**src/rtl/video_timing_pkg.sv**
```systemverilog
// Shared constants for the raster timing generator: default 720p60 timing,
// test-pattern encodings and colour-bar palette.
package video_timing_pkg;

  // CEA-861 1280x720p60 timing at 74.25 MHz
  localparam int H_ACTIVE_720 = 1280;
  localparam int H_FP_720     = 110;
  localparam int H_SYNC_720   = 40;
  localparam int H_BP_720     = 220;
  localparam int V_ACTIVE_720 = 720;
  localparam int V_FP_720     = 5;
  localparam int V_SYNC_720   = 5;
  localparam int V_BP_720     = 20;

  // Coordinate widths exported on pix_x / pix_y
  localparam int X_W = 11;
  localparam int Y_W = 10;

  // Test-pattern selector encodings
  typedef enum logic [1:0] {
    PAT_BARS  = 2'd0,
    PAT_GRAD  = 2'd1,
    PAT_SOLID = 2'd2,
    PAT_CHECK = 2'd3
  } pattern_e;

  // Colour-bar palette, {r,g,b}
  localparam logic [23:0] RGB_WHITE   = 24'hFFFFFF;
  localparam logic [23:0] RGB_YELLOW  = 24'hFFFF00;
  localparam logic [23:0] RGB_CYAN    = 24'h00FFFF;
  localparam logic [23:0] RGB_GREEN   = 24'h00FF00;
  localparam logic [23:0] RGB_MAGENTA = 24'hFF00FF;
  localparam logic [23:0] RGB_RED     = 24'hFF0000;
  localparam logic [23:0] RGB_BLUE    = 24'h0000FF;
  localparam logic [23:0] RGB_BLACK   = 24'h000000;

  // Map a bar index (0 = leftmost) to its colour
  function automatic logic [23:0] bar_colour(input logic [2:0] idx);
    logic [23:0] c;
    case (idx)
      3'd0:    c = RGB_WHITE;
      3'd1:    c = RGB_YELLOW;
      3'd2:    c = RGB_CYAN;
      3'd3:    c = RGB_GREEN;
      3'd4:    c = RGB_MAGENTA;
      3'd5:    c = RGB_RED;
      3'd6:    c = RGB_BLUE;
      3'd7:    c = RGB_BLACK;
      default: c = RGB_BLACK;
    endcase
    return c;
  endfunction

endpackage

```
**src/rtl/video_pattern_gen.sv**
```systemverilog
// Output stage: turns the decoded raster position into test-pattern colour
// and registers every output together so colour, syncs, de, coordinates and
// the frame strobe leave on the same clock edge.
module video_pattern_gen
  import video_timing_pkg::*;
#(
  parameter int SYNC_POL = 1
) (
  input  logic              clk_pixel,
  input  logic              rst_n,
  input  logic              de,
  input  logic              hsync,
  input  logic              vsync,
  input  logic              sof,
  input  logic [X_W-1:0]    x,
  input  logic [Y_W-1:0]    y,
  input  logic [2:0]        bar_idx,
  input  logic [7:0]        frame_cnt,
  input  logic [1:0]        pattern,
  input  logic [23:0]       solid_rgb,
  output logic [7:0]        video_r,
  output logic [7:0]        video_g,
  output logic [7:0]        video_b,
  output logic              video_de,
  output logic              video_hsync,
  output logic              video_vsync,
  output logic [X_W-1:0]    pix_x,
  output logic [Y_W-1:0]    pix_y,
  output logic              frame_start
);

  // Electrical level of an asserted sync; idle level is its complement
  localparam logic SYNC_ON = (SYNC_POL != 0) ? 1'b1 : 1'b0;

  logic [23:0] rgb_s;
  logic        hsync_lvl_s;
  logic        vsync_lvl_s;

  // Pattern colour for the current pixel, black whenever de is low
  always_comb begin
    rgb_s = RGB_BLACK;
    if (de) begin
      case (pattern)
        PAT_BARS:  rgb_s = bar_colour(bar_idx);
        PAT_GRAD:  rgb_s = {x[7:0], y[7:0], frame_cnt};
        PAT_SOLID: rgb_s = solid_rgb;
        PAT_CHECK: rgb_s = (x[5] ^ y[5]) ? RGB_WHITE : RGB_BLACK;
        default:   rgb_s = RGB_BLACK;
      endcase
    end else begin
      rgb_s = RGB_BLACK;
    end
  end

  // Translate logical sync assertion into the configured output polarity
  always_comb begin
    hsync_lvl_s = ~SYNC_ON;
    vsync_lvl_s = ~SYNC_ON;
    if (hsync) begin
      hsync_lvl_s = SYNC_ON;
    end else begin
      hsync_lvl_s = ~SYNC_ON;
    end
    if (vsync) begin
      vsync_lvl_s = SYNC_ON;
    end else begin
      vsync_lvl_s = ~SYNC_ON;
    end
  end

  // Output register: all video outputs update together
  always_ff @(posedge clk_pixel or negedge rst_n) begin
    if (!rst_n) begin
      video_r     <= 8'd0;
      video_g     <= 8'd0;
      video_b     <= 8'd0;
      video_de    <= 1'b0;
      video_hsync <= ~SYNC_ON;
      video_vsync <= ~SYNC_ON;
      pix_x       <= {X_W{1'b0}};
      pix_y       <= {Y_W{1'b0}};
      frame_start <= 1'b0;
    end else begin
      video_r     <= rgb_s[23:16];
      video_g     <= rgb_s[15:8];
      video_b     <= rgb_s[7:0];
      video_de    <= de;
      video_hsync <= hsync_lvl_s;
      video_vsync <= vsync_lvl_s;
      pix_x       <= de ? x : {X_W{1'b0}};
      pix_y       <= de ? y : {Y_W{1'b0}};
      frame_start <= sof;
    end
  end

endmodule

```
**src/rtl/video_timing_gen.sv**
```systemverilog
// Raster timing generator for the HDMI transmit path. Stage 0 runs the
// horizontal/vertical counters, stage 1 decodes them into de/syncs/coords
// and tracks the colour-bar index, stage 2 (video_pattern_gen) produces
// the registered outputs. Counter state reaches the outputs 2 cycles later.
module video_timing_gen
  import video_timing_pkg::*;
#(
  parameter int H_ACTIVE = H_ACTIVE_720,
  parameter int H_FP     = H_FP_720,
  parameter int H_SYNC   = H_SYNC_720,
  parameter int H_BP     = H_BP_720,
  parameter int V_ACTIVE = V_ACTIVE_720,
  parameter int V_FP     = V_FP_720,
  parameter int V_SYNC   = V_SYNC_720,
  parameter int V_BP     = V_BP_720,
  parameter int SYNC_POL = 1
) (
  input  logic           clk_pixel,
  input  logic           rst_n,
  input  logic           enable,
  input  logic [1:0]     pattern_sel,
  input  logic [23:0]    solid_rgb,
  output logic [7:0]     video_r,
  output logic [7:0]     video_g,
  output logic [7:0]     video_b,
  output logic           video_de,
  output logic           video_hsync,
  output logic           video_vsync,
  output logic [10:0]    pix_x,
  output logic [9:0]     pix_y,
  output logic           frame_start
);

  localparam int H_TOTAL = H_ACTIVE + H_FP + H_SYNC + H_BP;
  localparam int V_TOTAL = V_ACTIVE + V_FP + V_SYNC + V_BP;

  localparam logic [X_W-1:0] H_LAST     = X_W'(H_TOTAL - 1);
  localparam logic [X_W-1:0] H_ACT_END  = X_W'(H_ACTIVE);
  localparam logic [X_W-1:0] HS_START   = X_W'(H_ACTIVE + H_FP);
  localparam logic [X_W-1:0] HS_END     = X_W'(H_ACTIVE + H_FP + H_SYNC);
  localparam logic [X_W-1:0] BAR_LAST   = X_W'(H_ACTIVE / 8 - 1);
  localparam logic [Y_W-1:0] V_LAST     = Y_W'(V_TOTAL - 1);
  localparam logic [Y_W-1:0] V_ACT_END  = Y_W'(V_ACTIVE);
  localparam logic [Y_W-1:0] VS_START   = Y_W'(V_ACTIVE + V_FP);
  localparam logic [Y_W-1:0] VS_END     = Y_W'(V_ACTIVE + V_FP + V_SYNC);

  // Stage 0 state
  logic [X_W-1:0] h_cnt_r;
  logic [Y_W-1:0] v_cnt_r;
  logic [7:0]     frame_cnt_r;
  logic [1:0]     pattern_r;
  logic           h_wrap_s;
  logic           v_wrap_s;
  logic           origin_s;

  // Stage 1 decode
  logic           de_s;
  logic           hsync_s;
  logic           vsync_s;
  logic           sof_s;
  logic           de_r;
  logic           hsync_r;
  logic           vsync_r;
  logic           sof_r;
  logic [X_W-1:0] x_r;
  logic [Y_W-1:0] y_r;

  // Colour-bar tracking, aligned with stage 1
  logic [X_W-1:0] bar_cnt_s;
  logic [2:0]     bar_idx_s;
  logic [X_W-1:0] bar_cnt_r;
  logic [2:0]     bar_idx_r;

  // Wrap and origin detection on the raw counters
  always_comb begin
    h_wrap_s = 1'b0;
    v_wrap_s = 1'b0;
    origin_s = 1'b0;
    if (h_cnt_r == H_LAST) begin
      h_wrap_s = 1'b1;
    end else begin
      h_wrap_s = 1'b0;
    end
    if (v_cnt_r == V_LAST) begin
      v_wrap_s = 1'b1;
    end else begin
      v_wrap_s = 1'b0;
    end
    if ((h_cnt_r == {X_W{1'b0}}) && (v_cnt_r == {Y_W{1'b0}})) begin
      origin_s = 1'b1;
    end else begin
      origin_s = 1'b0;
    end
  end

  // Pixel and line counters; disabled raster is parked at the origin
  always_ff @(posedge clk_pixel or negedge rst_n) begin
    if (!rst_n) begin
      h_cnt_r <= {X_W{1'b0}};
      v_cnt_r <= {Y_W{1'b0}};
    end else if (!enable) begin
      h_cnt_r <= {X_W{1'b0}};
      v_cnt_r <= {Y_W{1'b0}};
    end else if (h_wrap_s) begin
      h_cnt_r <= {X_W{1'b0}};
      if (v_wrap_s) begin
        v_cnt_r <= {Y_W{1'b0}};
      end else begin
        v_cnt_r <= v_cnt_r + Y_W'(1);
      end
    end else begin
      h_cnt_r <= h_cnt_r + X_W'(1);
    end
  end

  // Frame counter steps as the raster wraps so a whole frame shares one value
  always_ff @(posedge clk_pixel or negedge rst_n) begin
    if (!rst_n) begin
      frame_cnt_r <= 8'd0;
    end else if (enable && h_wrap_s && v_wrap_s) begin
      frame_cnt_r <= frame_cnt_r + 8'd1;
    end else begin
      frame_cnt_r <= frame_cnt_r;
    end
  end

  // Pattern selection is sampled only at the origin so frames never tear
  always_ff @(posedge clk_pixel or negedge rst_n) begin
    if (!rst_n) begin
      pattern_r <= PAT_BARS;
    end else if (origin_s) begin
      pattern_r <= pattern_sel;
    end else begin
      pattern_r <= pattern_r;
    end
  end

  // Active-area and sync window decode, all blanked while disabled
  always_comb begin
    de_s    = 1'b0;
    hsync_s = 1'b0;
    vsync_s = 1'b0;
    sof_s   = 1'b0;
    if (enable) begin
      de_s    = (h_cnt_r < H_ACT_END) && (v_cnt_r < V_ACT_END);
      hsync_s = (h_cnt_r >= HS_START) && (h_cnt_r < HS_END);
      vsync_s = (v_cnt_r >= VS_START) && (v_cnt_r < VS_END);
      sof_s   = origin_s;
    end else begin
      de_s    = 1'b0;
      hsync_s = 1'b0;
      vsync_s = 1'b0;
      sof_s   = 1'b0;
    end
  end

  // Bar index advances every H_ACTIVE/8 pixels and saturates on the last bar
  always_comb begin
    bar_cnt_s = bar_cnt_r;
    bar_idx_s = bar_idx_r;
    if (h_cnt_r == {X_W{1'b0}}) begin
      bar_cnt_s = {X_W{1'b0}};
      bar_idx_s = 3'd0;
    end else if (bar_cnt_r == BAR_LAST) begin
      bar_cnt_s = {X_W{1'b0}};
      if (bar_idx_r == 3'd7) begin
        bar_idx_s = 3'd7;
      end else begin
        bar_idx_s = bar_idx_r + 3'd1;
      end
    end else begin
      bar_cnt_s = bar_cnt_r + X_W'(1);
      bar_idx_s = bar_idx_r;
    end
  end

  // Stage 1 register: decoded timing plus coordinates of the same pixel
  always_ff @(posedge clk_pixel or negedge rst_n) begin
    if (!rst_n) begin
      de_r      <= 1'b0;
      hsync_r   <= 1'b0;
      vsync_r   <= 1'b0;
      sof_r     <= 1'b0;
      x_r       <= {X_W{1'b0}};
      y_r       <= {Y_W{1'b0}};
      bar_cnt_r <= {X_W{1'b0}};
      bar_idx_r <= 3'd0;
    end else begin
      de_r      <= de_s;
      hsync_r   <= hsync_s;
      vsync_r   <= vsync_s;
      sof_r     <= sof_s;
      x_r       <= de_s ? h_cnt_r : {X_W{1'b0}};
      y_r       <= de_s ? v_cnt_r : {Y_W{1'b0}};
      bar_cnt_r <= bar_cnt_s;
      bar_idx_r <= bar_idx_s;
    end
  end

  video_pattern_gen #(
    .SYNC_POL (SYNC_POL)
  ) u_pattern (
    .clk_pixel   (clk_pixel),
    .rst_n       (rst_n),
    .de          (de_r),
    .hsync       (hsync_r),
    .vsync       (vsync_r),
    .sof         (sof_r),
    .x           (x_r),
    .y           (y_r),
    .bar_idx     (bar_idx_r),
    .frame_cnt   (frame_cnt_r),
    .pattern     (pattern_r),
    .solid_rgb   (solid_rgb),
    .video_r     (video_r),
    .video_g     (video_g),
    .video_b     (video_b),
    .video_de    (video_de),
    .video_hsync (video_hsync),
    .video_vsync (video_vsync),
    .pix_x       (pix_x),
    .pix_y       (pix_y),
    .frame_start (frame_start)
  );

endmodule

```
**config.mk**
```make
export PLATFORM = sky130hd
export DESIGN_NAME = video_timing_gen
export DESIGN_NICKNAME = d
export VERILOG_FILES = /design/src/rtl/video_timing_pkg.sv /design/src/rtl/video_pattern_gen.sv /design/src/rtl/video_timing_gen.sv
export SDC_FILE = /design/constraint.sdc
export NUM_CORES = 1
export LEC_CHECK = 0
export CAP_MARGIN = 10
export CORE_MARGIN = 5
export CORE_UTILIZATION = 54
export DETAILED_ROUTE_END_ITERATION = 8
export PLACE_DENSITY = 0.8
export SYNTH_ARGS = -nofsm -noshare
export SYNTH_HDL_FRONTEND = slang
export SYNTH_HIERARCHICAL = 1
export SYNTH_SLANG_ARGS = --single-unit
```
**constraint.sdc**
```tcl
create_clock -name clk_pixel -period 2.7 [get_ports clk_pixel]
set_clock_uncertainty 0.05 [all_clocks]
set_input_delay 0.54 -clock clk_pixel [delete_from_list [all_inputs] [get_ports clk_pixel]]
set_output_delay 0.54 -clock clk_pixel [all_outputs]
set_load 0.005 [all_outputs]
```
==> results of run 1 <==
-- metrics by stage --
stage | utilization [%] | power [mW] | area (sq um)
after floorplan | - | 2.13 | 5130
after global placement | 64.7 | 2.35 | 5980
after detailed placement | 64.7 | 2.36 | 5980
after CTS | 71.7 | 4.71 | 6620
after global routing | 71.7 | 4.84 | 6620
final | 71.7 | 4.68 | 6620
-- layout by cell type, fill, tap and decap left out, drive strengths merged, types with 4 or more instances in the layout --
| cell | instances |
|---|---|
| a21oi | 30 |
| a31oi | 7 |
| and2 | 45 |
| and3 | 13 |
| and4 | 5 |
| buf | 7 |
| bufinv | 4 |
| clkbuf | 21 |
| clkdlybuf4s50 | 76 |
| clkinv | 5 |
| dfrtp | 119 |
| ha | 10 |
| inv | 14 |
| nand2 | 16 |
| nand3 | 16 |
| nand4 | 5 |
| nor2 | 32 |
| nor2b | 22 |
| nor3 | 8 |
| o21ai | 11 |
| o22ai | 24 |
| xnor2 | 16 |
| xor2 | 10 |
-- power by group through the flow --
stage               Sequential, mW  Clock (mW)  Combinational, mW
floorplan                     1.93           0              0.198
global placement              1.94           0              0.407
detailed placement            1.94           0              0.416
CTS                           1.92        2.37              0.423
global route                  1.92        2.46              0.459
finish                        1.91        2.35              0.421
-- kinds of logic after synthesis --
group | count (synthesis) | share of synthesized area (%)
AND/OR/NAND/NOR | 182 | 21.4
flip-flops | 119 | 58.0
AO/OA/AOI/OAI | 79 | 9.19
buffers and inverters | 38 | 3.68
XOR/XNOR | 26 | 4.44
adder cells (fa/ha/maj) | 10 | 2.44
multiplexers | 4 | 0.853
-- worst reg2reg max path, stage by stage, from the launching register on --
cell and delay (ps):
dfrtp_1 440, inv_1 110, ha_1 130, and4b_1 230
nand2_1 160, nor4b_4 560, a41oi_1 220, a31oi_1 170
-- Yosys cell counts (all sizes together), types with 5 or more instances --
library cell / n / share of area (%)
o22ai: 24 / 2.9
buf: 15 / 2.0
nor2b: 22 / 2.7
a21oi: 30 / 3.0
xnor2: 16 / 2.7
nand4: 5 / 0.61
ha: 10 / 2.4
inv: 14 / 1.0
nand3: 16 / 1.8
and2: 45 / 5.5
a31oi: 7 / 0.85
xor2: 10 / 1.7
nor2: 32 / 2.3
and3: 13 / 1.7
and4: 5 / 0.88
nand2: 16 / 1.2
nor3: 8 / 1.2
clkbuf: 9 / 0.66
o21ai: 11 / 1.3
dfrtp: 119 / 58
-- registers in the layout, summed over array words and instances (netlist names), 2 cells and up --
register / flops
u_pattern/pix_x: 11
y_r: 10
h_cnt_r: 11
x_r: 11
pattern_r: 2
u_pattern/pix_y: 10
bar_cnt_r: 11
u_pattern/video_g: 8
frame_cnt_r: 8
v_cnt_r: 10
bar_idx_r: 3
u_pattern/video_r: 8
u_pattern/video_b: 8
-- worst min-delay path by stage --
| stage | from | end | slack [ps] | cells after the start |
|---|---|---|---|---|
| CTS | hsync_r | u_pattern/video_hsync | 300 | 0 |
| detailed placement | hsync_r | u_pattern/video_hsync | 290 | 0 |
| global route | hsync_r | u_pattern/video_hsync | 310 | 0 |
| floorplan | rst_n | bar_cnt_r[0] | 190 | 0 |
| global placement | hsync_r | u_pattern/video_hsync | 280 | 0 |
| finish | hsync_r | u_pattern/video_hsync | 300 | 0 |
-- per-layer routing --
metal  global-route usage (%)  vias up  share of wire, %
met1                     26.0     1840                42
met2                     33.8      131                51
met4                     6.04        0               1.3
met3                     5.28       19               6.2
li1                         -     1737                 -
met5                        0        -                 0
-- final cells by class --
type	count	area [sq um]	area share (%)
clock buffers	21	459	6.93
clock inverters	11	171	2.59
inverters	14	52.6	0.794
multi-input cells	301	1960	29.7
flip-flops and latches	119	2980	45.0
well taps	129	161	2.44
repair buffers	84	836	12.6
==> summary.md, run 1 <==
| Metric | Value |
|---|---|
| Setup crit start | h_cnt_r[1] |
| Starting Density | a little under three fifths |
| Switching Fraction | between 20% and 30% |
| Post-layout nets | around 580 |
| Async S/R FF share, synth | 100% |
| Hold buffer count at cts | 1 |
| Number of max-cap violations | 0 |
| Port Buffers | 77 |
| R2R Path End | v_cnt_r[5] |
| Seq/Total Area, Yosys | 58.0% |
| Worst slack, placed | approximately 450 ps |
| ANT cells | 0 |
| WP data arrival | 2530 ps |
| Max incr delay on CP | 560 ps |
| Reg2Reg Depth | 7 |
| Via density | around 5.5 |
| Die height | ~110 um |
| Final setup fails | 0 |
| Full die area | 0.0116 sq mm |
| Worst-Skew Late Latency | 510 ps |
| Cell Chain, Critical Path | inv_1 -> ha_1 -> and4b_1 -> nand2_1 -> nor4b_4 -> a41oi_1 -> a31oi_1 |
| GRT overflow | 0 |
| Outcome | complete, no violations |
| Worst Max-Slew Pin Slew | around 770 ps |
| Worst hold slack | ~300 ps |
| Unrepaired setup endpoints after global routing | false |
| Post-Syn Area | 0.00513 sq mm |
| CP max stage cell | nor4b_4 |
| Cell row count | 35 |
| Non-Filler Instances | just under 700 |
| Drt pass-1 iters | 4 |
| Period Utilization, post-route | 79.4% |
| CTS Buf Count | 17 |
| DRC Markers | 0 |
| RD Place Congestion | around 0.89 |
| CTS resizes | 0 |
| Initial DRC count | 212 |
| Reg2reg setup slack | approximately 560 ps |
| DIE WIDTH | 107 um |
| Pint | roughly 3.6 mW |
| #FFs+latches synth | roughly 120 |
| Post-Synthesis Cells | between 400 and 500 |
| CP delay by family, top | simple AND/OR/NAND/NOR gates |
| Placed cell count | about 650 |
| F_max | between 400 and 500 MHz |
| Via Count | approximately 3.7k |
| Largest net degree at the start of global routing | 46 |
| Worst endpoint required time | around 3000 ps |
| Hold Crit Class | flip-flop to flip-flop |
| Post-route ant nets | 0 |
| Synth cell types | 52 |
| Final Hold Vio Count | 0 |
| WL/cell | approximately 17 um |
| Comb pwr share | under 10% |
| Rel. slew slack | roughly 50% |
| Initial antenna violation count | 0 |
| Area growth syn-to-layout | 29.1% |
| Sw Pwr | 1.05 mW |
| Post-synth EDFFs | 0 |
| YS warnings | 6 |
| Share of cells above drive strength 1 | around a tenth |
| Post-route setup TNS | 0 ps |
| Main synth FF type | dfrtp_1 |
| Mean Syn Cell Area | ~11 sq um |
| Clock power frac | about 50% |
| Max VDD drop | about 0.00037 V |
| Fillers | 601 |
| Final worst slack | 556 ps |
| CP bufs+invs | 1 |
| Fin crit period | about 2100 ps |
| CP endpoint | v_cnt_r[5] |
| CTS tree | yes |
| First-pass GRT wire length | between 15000 and 20000 um |
| P_leak | around 3.0 nW |
| Routed WL | 11200 um |
| Sequential power share | 40.9% |
| Core Area | roughly 0.0092 sq mm |
| Max Slew Vio Count | 0 |
| Maximum fanout along the worst path | 12 |
| Overall Global Routing Usage | around a fifth |
| Clock transition at the registers of the reported paths | around 60 ps |
| # H-tree levels | 4 |
| # Post-CTS Setup Buffers | 0 |
| Reg2Reg Launch Point | h_cnt_r[1] |
| Crit path depth | 7 |
| Vias in the first global route | ~3.7k |
| CP Launch Type | flip-flop |
| DP HPWL | about 7600 um |
| Clock Tree Buf Depth | 2 |
| Nature of the critical path endpoint | flip-flop |
| PwrDens | between 700 and 800 mW/mm^2 |
| Syn nets | between 400 and 500 |
| Num Clock Sinks | around 120 |
| Root buffer cell | clkbuf_8 |
| I/O pin cnt | 78 |
| Critical path type | flip-flop to flip-flop |
Power figures use the tool's default switching activity.
==> inputs of run 2 (changes only) <==
clock period = 2.2 ns   (was 2.7 ns; I/O delays follow)
==> run 2 against run 1 <==
  * Power is 20% higher
  * Final area grew 0.59%
  * Setup slack worse by 410 ps
  * Clock-buffer cell count is the same
  * Non-clock buffer count rose by 8
  * Via count increased by 0.24%
  * Register-to-register slack worse by 410 ps
  * Highest routed layer unchanged
==> summary.md, run 2 (synthesis gave the netlist of run 1 again) <==
| Metric | Value |
|---|---|
| Outcome | complete, no violations (unchanged) |
| GRT overflow | 0 (unchanged) |
| RD Place Congestion | 0.890 (was 0.889) |
| Post-layout nets | 584 (was 576) |
| Vias in the first global route | 3883 (was 3727) |
| F_max | 486 MHz (was 466 MHz) |
| Overall Global Routing Usage | 21.6% (was 20.2%) |
| Starting Density | 55.5% (unchanged) |
| Via Count | 3736 (was 3727) |
| # Post-CTS Setup Buffers | 0 (unchanged) |
| Initial antenna violation count | 0 (unchanged) |
| Hold Crit Class | flip-flop to flip-flop (unchanged) |
| Fillers | 622 (was 601) |
| Max Slew Vio Count | 0 (unchanged) |
| Number of max-cap violations | 0 (unchanged) |
| CTS Buf Count | 17 (unchanged) |
| Setup crit start | h_cnt_r[1] (unchanged) |
| Cell row count | 35 (unchanged) |
| Reg2Reg Launch Point | h_cnt_r[1] (unchanged) |
| Rel. slew slack | 50.4% (was 48.7%) |
| Unrepaired setup endpoints after global routing | false (unchanged) |
| Critical path type | flip-flop to flip-flop (unchanged) |
| CTS tree | yes (unchanged) |
| Share of cells above drive strength 1 | 11.5% (was 10.4%) |
| Root buffer cell | clkbuf_8 (unchanged) |
| Final setup fails | 0 (unchanged) |
| Met2 usage | 37.1% (was 33.8%) |
| DRC Markers | 0 (unchanged) |
| HP Start | vsync_r (was hsync_r) |
| Worst-Skew Late Latency | 500 ps (was 510 ps) |
| I/O pin cnt | 78 (unchanged) |
| Period Utilization, post-route | 93.4% (was 79.4%) |
| Fin crit period | 2060 ps (was 2140 ps) |
| Area growth syn-to-layout | 29.8% (was 29.1%) |
| Register area | 0.00298 sq mm (unchanged) |
| CTS resizes | 0 (unchanged) |
| Core Area | 0.00924 sq mm (unchanged) |
| Worst endpoint required time | 2560 ps (was 3080 ps) |
| Hold buffer count at cts | 1 (unchanged) |
| Worst hold slack | 297 ps (was 299 ps) |
| Port Buffers | 77 (unchanged) |
| Leading cell type in the layout, fill and taps excluded | dfrtp_1 (unchanged) |
| DIE WIDTH | 107 um (unchanged) |
| Num Clock Sinks | 119 (unchanged) |
| Most frequent cells in the layout | dfrtp_1, clkdlybuf4s50_1, and2_1 (unchanged) |
| Full die area | 0.0116 sq mm (unchanged) |
| First-pass GRT wire length | 19400 um (was 18300 um) |
| Routed WL | 11600 um (was 11200 um) |
| Via density | 5.44 (was 5.49) |
| Initial DRC count | 171 (was 212) |
| # H-tree levels | 4 (unchanged) |
| CP Launch Type | flip-flop (unchanged) |
| GRT met3 Usage | 6.00% (was 5.28%) |
| Maximum fanout along the worst path | 12 (unchanged) |
| Post-route setup TNS | 0 ps (unchanged) |
| Area of the multi-input gates | 0.00196 sq mm (unchanged) |
| Worst Max-Slew Pin Slew | 744 ps (was 769 ps) |
| WP data arrival | 2420 ps (was 2530 ps) |
| Nature of the critical path endpoint | flip-flop (unchanged) |
| Drt pass-1 iters | 4 (unchanged) |
| Most Crowded Layer GR | met2 (unchanged) |
| Met1 GRT Util | 26.9% (was 26.0%) |
| P_leak | 3.03 nW (was 3.01 nW) |
| Largest net degree at the start of global routing | 65 (was 46) |
| DP HPWL | 7830 um (was 7570 um) |
| Die height | 107 um (unchanged) |
| ANT cells | 0 (unchanged) |
| Max VDD drop | 0.000560 V (was 0.000373 V) |
| Final Hold Vio Count | 0 (unchanged) |
| Post-route ant nets | 0 (unchanged) |
| WL/cell | 16.9 um (was 16.6 um) |
| Clock transition at the registers of the reported paths | 60 ps (about the same) |
| Clock Tree Buf Depth | 2 (unchanged) |
| PwrDens | 844 mW/mm^2 (was 707 mW/mm^2) |
[run 2: cell count changes in the layout (fill, tap and decap cells not counted), sizes merged]
cell / previous run / this run
clkinvlp: 2 / 4
bufinv: 4 / 3
clkinv: 5 / 3
buf: 7 / 15
inv: 14 / 15
[run 2: where the power goes]
group / internal, mW / switching [mW]
sequential: 2.28 / 0.0616
clock: 1.78 / 0.955
combinational: 0.265 / 0.275
[run 2: area by class of cell]
cell class / instances / share of cell area (%)
Clock buffer: 21 / 6.74
Sequential cell: 119 / 44.7
Inverter: 14 / 0.789
Tap cell: 129 / 2.42
Multi-Input combinational cell: 301 / 29.5
Timing Repair Buffer: 92 / 13.6
Clock inverter: 11 / 2.22
[run 2: final timing paths]
path	end	slack, ps	depth (start not counted)
setup / recovery	v_cnt_r[5]	140	8
hold / removal	u_pattern/video_vsync	300	0
setup reg to reg	v_cnt_r[5]	140	8
hold reg to reg	u_pattern/video_vsync	300	0
max in group asynchronous	u_pattern/video_r[5]	1060	3
min in group asynchronous	u_pattern/video_r[3]	370	2
[run 2: metrics by stage]
stage / worst slack (ps) / utilization (%) / instance area (sq um) / power, mW / cells
after floorplan: 326 / - / 5130 / 2.61 / 458
after global placement: 149 / 65.5 / 6050 / 2.89 / 654
after detailed placement: 89.3 / 65.5 / 6050 / 2.91 / 654
after CTS: 170 / 72.1 / 6660 / 5.67 / 687
after global routing: 2.64 / 72.1 / 6660 / 5.84 / 687
final: 144 / 72.1 / 6660 / 5.62 / 687
[run 2: routing by layer]
layer,routed length [um],share of wire [%],vias to the layer above
met4,116,1.0,0
li1,-,-,1752
met5,0,0,-
met1,4960,43,1868
met3,463,4.0,12
met2,6060,52,104
[run 2: worst max-delay path: stages, from the launching register on]
cell	delay, ps
dfrtp_1	430
inv_1	110
ha_1	150
and4b_1	250
nand2_1	160
nor4b_4	250
buf_4	230
a41oi_1	150
a31oi_1	200
